### src/rtl/up_state_ctrl.sv
// Top-level state controller: boots a program image from a word stream into main
// memory, then arbitrates memory to the core and sequences pause/resume handshakes.
module up_state_ctrl #(
  parameter int unsigned BOOT_WORDS     = 1024,
  parameter int unsigned TIMEOUT_CYCLES = 65535
) (
  input  logic        i_clk,
  input  logic        i_rst,
  input  logic [15:0] i_bootData,
  input  logic        i_bootValid,
  output logic        o_bootReady,
  input  logic [15:0] i_coreMemAddr,
  input  logic [15:0] i_coreMemDataOut,
  input  logic        i_coreMemWr,
  output logic [15:0] o_memAddr,
  output logic [15:0] o_memDataOut,
  output logic        o_memWr,
  output logic        o_smIsBooted,
  output logic        o_smStartPause,
  input  logic        i_smNowPaused,
  input  logic        i_coreHLT,
  input  logic        i_pauseReq,
  input  logic        i_resumeReq,
  output logic [2:0]  o_state
);

  typedef enum logic [2:0] {
    ST_BOOT    = 3'd0,
    ST_RUN     = 3'd1,
    ST_PAUSING = 3'd2,
    ST_PAUSED  = 3'd3,
    ST_ERROR   = 3'd4
  } state_t;

  localparam logic [15:0] LAST_WORD   = 16'(BOOT_WORDS - 1);
  localparam logic [31:0] TIMEOUT_LIM = 32'(TIMEOUT_CYCLES);
  localparam logic        TIMEOUT_EN  = (TIMEOUT_CYCLES != 0);

  state_t      state_q, state_d;
  logic [15:0] cnt_q, cnt_d;
  logic [31:0] idle_q, idle_d;
  logic        booted_q, booted_d;
  logic        pause_q, pause_d;
  logic        boot_ready_s;
  logic        beat_s;

  assign boot_ready_s = (state_q == ST_BOOT) && !i_rst;
  assign beat_s       = boot_ready_s && i_bootValid;

  // Next-state, boot counter and idle-timeout logic.
  always_comb begin
    state_d = state_q;
    cnt_d   = cnt_q;
    idle_d  = idle_q;
    case (state_q)
      ST_BOOT: begin
        if (beat_s) begin
          cnt_d  = cnt_q + 16'd1;
          idle_d = 32'd0;
          if (cnt_q == LAST_WORD) begin
            state_d = ST_RUN;
          end else begin
            state_d = ST_BOOT;
          end
        end else if (TIMEOUT_EN && (idle_q >= TIMEOUT_LIM)) begin
          state_d = ST_ERROR;
        end else if (TIMEOUT_EN) begin
          idle_d = idle_q + 32'd1;
        end else begin
          idle_d = idle_q;
        end
      end
      ST_RUN: begin
        if (i_pauseReq || i_coreHLT) begin
          state_d = ST_PAUSING;
        end else begin
          state_d = ST_RUN;
        end
      end
      ST_PAUSING: begin
        if (i_smNowPaused) begin
          state_d = ST_PAUSED;
        end else begin
          state_d = ST_PAUSING;
        end
      end
      ST_PAUSED: begin
        if (i_resumeReq && !i_pauseReq) begin
          state_d = ST_RUN;
        end else begin
          state_d = ST_PAUSED;
        end
      end
      ST_ERROR: state_d = ST_ERROR;
      default:  state_d = ST_ERROR;
    endcase

    // Core-facing flags are derived from the next state so they track it registered.
    booted_d = (state_d == ST_RUN) || (state_d == ST_PAUSING) || (state_d == ST_PAUSED);
    pause_d  = (state_d == ST_PAUSING) || (state_d == ST_PAUSED);
  end

  // State and registered core-facing outputs.
  always_ff @(posedge i_clk) begin
    if (i_rst) begin
      state_q  <= ST_BOOT;
      cnt_q    <= 16'd0;
      idle_q   <= 32'd0;
      booted_q <= 1'b0;
      pause_q  <= 1'b0;
    end else begin
      state_q  <= state_d;
      cnt_q    <= cnt_d;
      idle_q   <= idle_d;
      booted_q <= booted_d;
      pause_q  <= pause_d;
    end
  end

  // Memory port mux: boot path until loaded, core path afterwards.
  always_comb begin
    o_memWr      = 1'b0;
    o_memAddr    = {1'b0, cnt_q[14:0]};
    o_memDataOut = i_bootData;
    case (state_q)
      ST_BOOT: begin
        o_memWr      = beat_s;
        o_memAddr    = {1'b0, cnt_q[14:0]};
        o_memDataOut = i_bootData;
      end
      ST_RUN, ST_PAUSING, ST_PAUSED: begin
        o_memWr      = i_coreMemWr;
        o_memAddr    = i_coreMemAddr;
        o_memDataOut = i_coreMemDataOut;
      end
      ST_ERROR: begin
        o_memWr      = 1'b0;
        o_memAddr    = {1'b0, cnt_q[14:0]};
        o_memDataOut = i_bootData;
      end
      default: begin
        o_memWr      = 1'b0;
        o_memAddr    = {1'b0, cnt_q[14:0]};
        o_memDataOut = i_bootData;
      end
    endcase
  end

  assign o_bootReady    = boot_ready_s;
  assign o_smIsBooted   = booted_q;
  assign o_smStartPause = pause_q;
  assign o_state        = state_q;

endmodule

### config.mk
export PLATFORM = sky130hd
export DESIGN_NAME = up_state_ctrl
export DESIGN_NICKNAME = d
export VERILOG_FILES = /design/src/rtl/up_state_ctrl.sv
export SDC_FILE = /design/constraint.sdc
export NUM_CORES = 1
export LEC_CHECK = 0
export CORE_MARGIN = 4
export CORE_UTILIZATION = 49
export DETAILED_ROUTE_END_ITERATION = 7
export GPL_ROUTABILITY_DRIVEN = 1
export MAX_ROUTING_LAYER = met4
export PLACE_DENSITY = 0.86
export SLEW_MARGIN = 15
export SYNTH_ARGS = -nofsm -noshare
export SYNTH_HDL_FRONTEND = slang
export SYNTH_SLANG_ARGS = --single-unit
### constraint.sdc
create_clock -name i_clk -period 3.5 [get_ports i_clk]
set_input_delay 0.875 -clock i_clk [delete_from_list [all_inputs] [get_ports i_clk]]
set_output_delay 0.875 -clock i_clk [all_outputs]
set_load 0.01 [all_outputs]
==> flow_summary.toml, run 1 <==
[die]
ios = 95
die_height_um = 83.2
coreArea_mm2 = 0.00551
die_area_mm2 = 0.00692
initial_utilization = 0.503
rows = 27
die_w_um = 83.2

[grt]
grt_overflow = 0
grt_pass1_wl_mm = 11.5
antenna_found_initial = 0
grt_pass1_vias = 2401
grt_max_degree = 45
grt_usage = 0.202

[sta]
period_share = 0.921
setup-violations-final = 0
finClkSkew_ps = 14.3
setup_ws_ps = 276
tns_ps = 0
slew_viol_final = 0
rsz0062_at_grt = "false"
fmaxAchievable_mhz = 310
fin_crit_ps = 3220
relSlewSlack = 0.355
finalHoldViolCount = 0
tightest_slew_ps = 962
fin_hold_ws_ps = 467

[clocking]
cts_sinks = 53
cts-root-buf = "clkbuf_8"
cts_setup_buffers = 0
ctsHoldBuffers = 0
htree_levels = 2
cts_resized = 0
cts_buffers = 5
cts_tree = "done"
cts.path.max_buffers = 2
clk_latency_ps = 310
clk_pin_slew_ps = 90

[cells_and_area]
final_util = 0.700
syn2layout_area_growth_pct = 39.2
n_antenna_cell = 0
stdcell_area_mm2 = 0.00385
final_cell_mix = "clkdlybuf4s50_1, dfxtp_1, mux2_2, nand2_1, nor2_1"
final_common_cell = "clkdlybuf4s50_1"
layout-drive-gt1-share = 0.139
final_cells = 467
final_nets = 452

[placement]
io_buffers = 94
dpl_cell_area_mm2 = 0.00376
dp_slack_ps = 285
place_congestion = 0.806
dp.cells = 459
dp_hpwl_mm = 4.94

[route]
antenna_left = 0
dr.pass1.iters = 4
vias = 2462
viasPerCell = 5.27
drtIter0Drc = 164
drt-wirelength-per-cell_um = 14.3
wl_mm = 6.66
drc = 0

[job]
maxCapViolCount = 0

[worst_setup_path]
r2r_start = "idle_q[2]$_SDFFE_PP0P_"
cp-end-kind = "primary output"
crit_start = "i_rst"
cp.arrival_ps = 2350
critical_path_class = "in2out"
cp.required_ps = 2620
critPathMaxFanout = 2
worst_setup_path_start_kind = "input pin"

[logic_synthesis]
synthesis.nets = 364
synthCells = 306
syn_area_per_cell_um2 = 9.05
ys_seq_area_frac = 0.383
ys_ff_latch = 53
synthDistinctLibCells = 40
syn_area_mm2 = 0.00277
ys_warn_count = 0

[pwr]
power_density_mw_per_mm2 = 288
ir_drop_mv = 0.216
p_leak_nw = 1.38
power_mw = 1.11

[outcome]
outcome = "complete, no violations"

[min_path]
min_path_type = "reg2reg"
hold_start = "idle_q[25]$_SDFFE_PP0P_"
==> final timing paths <==
path	endpoint	slack, ps	depth (start not counted)
worst max register to register	idle_q[1]$_SDFFE_PP0P_	1320	5
worst min-delay path	idle_q[25]$_SDFFE_PP0P_	470	1
worst max-delay path	o_memWr	280	5
worst min register to register	idle_q[25]$_SDFFE_PP0P_	470	1
==> critical path, cell delays in order <==
cell             delay, ps
clkdlybuf4s50_1        460
nor4_4                 190
nand2_1                110
a21oi_1                150
clkdlybuf4s50_1        560
==> registers in the layout (all words and copies together), names as in the netlist <==
signal          cells
o_smIsBooted        1
o_smStartPause      1
idle_q             32
cnt_q              16
o_state             3
==> layout make-up <==
class	instances	area [um^2]
well taps	72	90.1
multi-input cells	227	1600
clock buffers	6	82.6
inverters	7	26.3
clock inverters	2	13.8
flip-flops and latches	53	1060
repair buffers	100	986
fillers	447	1650
==> synthesized netlist by cell type <==
| cell type | instances | area [um^2] |
|---|---|---|
| a211oi_1 | 2 | 15.0 |
| dfxtp_1 | 53 | 1060 |
| buf_2 | 4 | 20.0 |
| o32ai_1 | 1 | 8.76 |
| a41o_1 | 1 | 10.0 |
| ha_1 | 2 | 25.0 |
| buf_6 | 1 | 11.3 |
| nor3_1 | 10 | 50.1 |
| a311oi_1 | 1 | 8.76 |
| nand4_2 | 2 | 25.0 |
| o22ai_1 | 1 | 6.26 |
| nor3_2 | 1 | 10.0 |
| nor4_1 | 5 | 31.3 |
| or3_1 | 1 | 6.26 |
| xnor2_1 | 12 | 105 |
| and4_1 | 2 | 17.5 |
| a21oi_1 | 19 | 95.1 |
| and2_1 | 19 | 119 |
| nand3_1 | 10 | 50.1 |
| mux2_2 | 31 | 349 |
| o21ai_0 | 4 | 20.0 |
| or2b_1 | 3 | 22.5 |
| nor2_1 | 21 | 78.8 |
| mux2i_1 | 14 | 140 |
| buf_4 | 3 | 22.5 |
| xor2_1 | 2 | 17.5 |
| inv_1 | 7 | 26.3 |
| nand2b_1 | 14 | 87.6 |
| clkbuf_1 | 11 | 41.3 |
| nor4_4 | 1 | 21.3 |
| and3_1 | 2 | 12.5 |
| nor3b_1 | 1 | 7.51 |
| nor4b_2 | 1 | 15.0 |
| a21boi_0 | 1 | 7.51 |
| nand4_1 | 11 | 68.8 |
| nand2_1 | 26 | 97.6 |
| o21bai_1 | 1 | 7.51 |
| or4_1 | 1 | 7.51 |
| nor4_2 | 3 | 37.5 |
| a31oi_1 | 1 | 6.26 |
==> power breakdown <==
part           switching, mW  internal, mW
clock                  0.196         0.161
combinational         0.0479        0.0943
sequential           0.00406         0.606
total                  0.248         0.861
==> kinds of logic (layout without fill, tap and decap cells) <==
logic type      Yosys count  after routing  share of synthesized area
simple gates            134            134                      0.276
flops                    53             53                      0.383
mux                      45             45                      0.177
compound gates           32             32                     0.0669
buf+inv                  26            115                     0.0438
xor+xnor                 14             14                     0.0443
fa+ha+maj                 2              2                    0.00903
==> per-layer routing <==
layer	GRT usage	wire length [um]	vias up
met2	0.353	3440	49
met3	0.0427	235	7
li1	-	-	1242
met1	0.233	2910	1164
met5	-	0	-
met4	0.0550	67	0
Note: power is estimated with default switching activity, not from simulation.
==> inputs of run 2 (changes only) <==
--- a/config.mk
+++ b/config.mk
@@ -11,7 +11,7 @@
 export GPL_ROUTABILITY_DRIVEN = 1
 export MAX_ROUTING_LAYER = met4
 export PLACE_DENSITY = 0.86
-export SLEW_MARGIN = 15
+export SLEW_MARGIN = 20
 export SYNTH_ARGS = -nofsm -noshare
 export SYNTH_HDL_FRONTEND = slang
 export SYNTH_SLANG_ARGS = --single-unit
==> results of run 2 <==
Same layout as run 1: the final DEF is identical, and so are final timing and power.
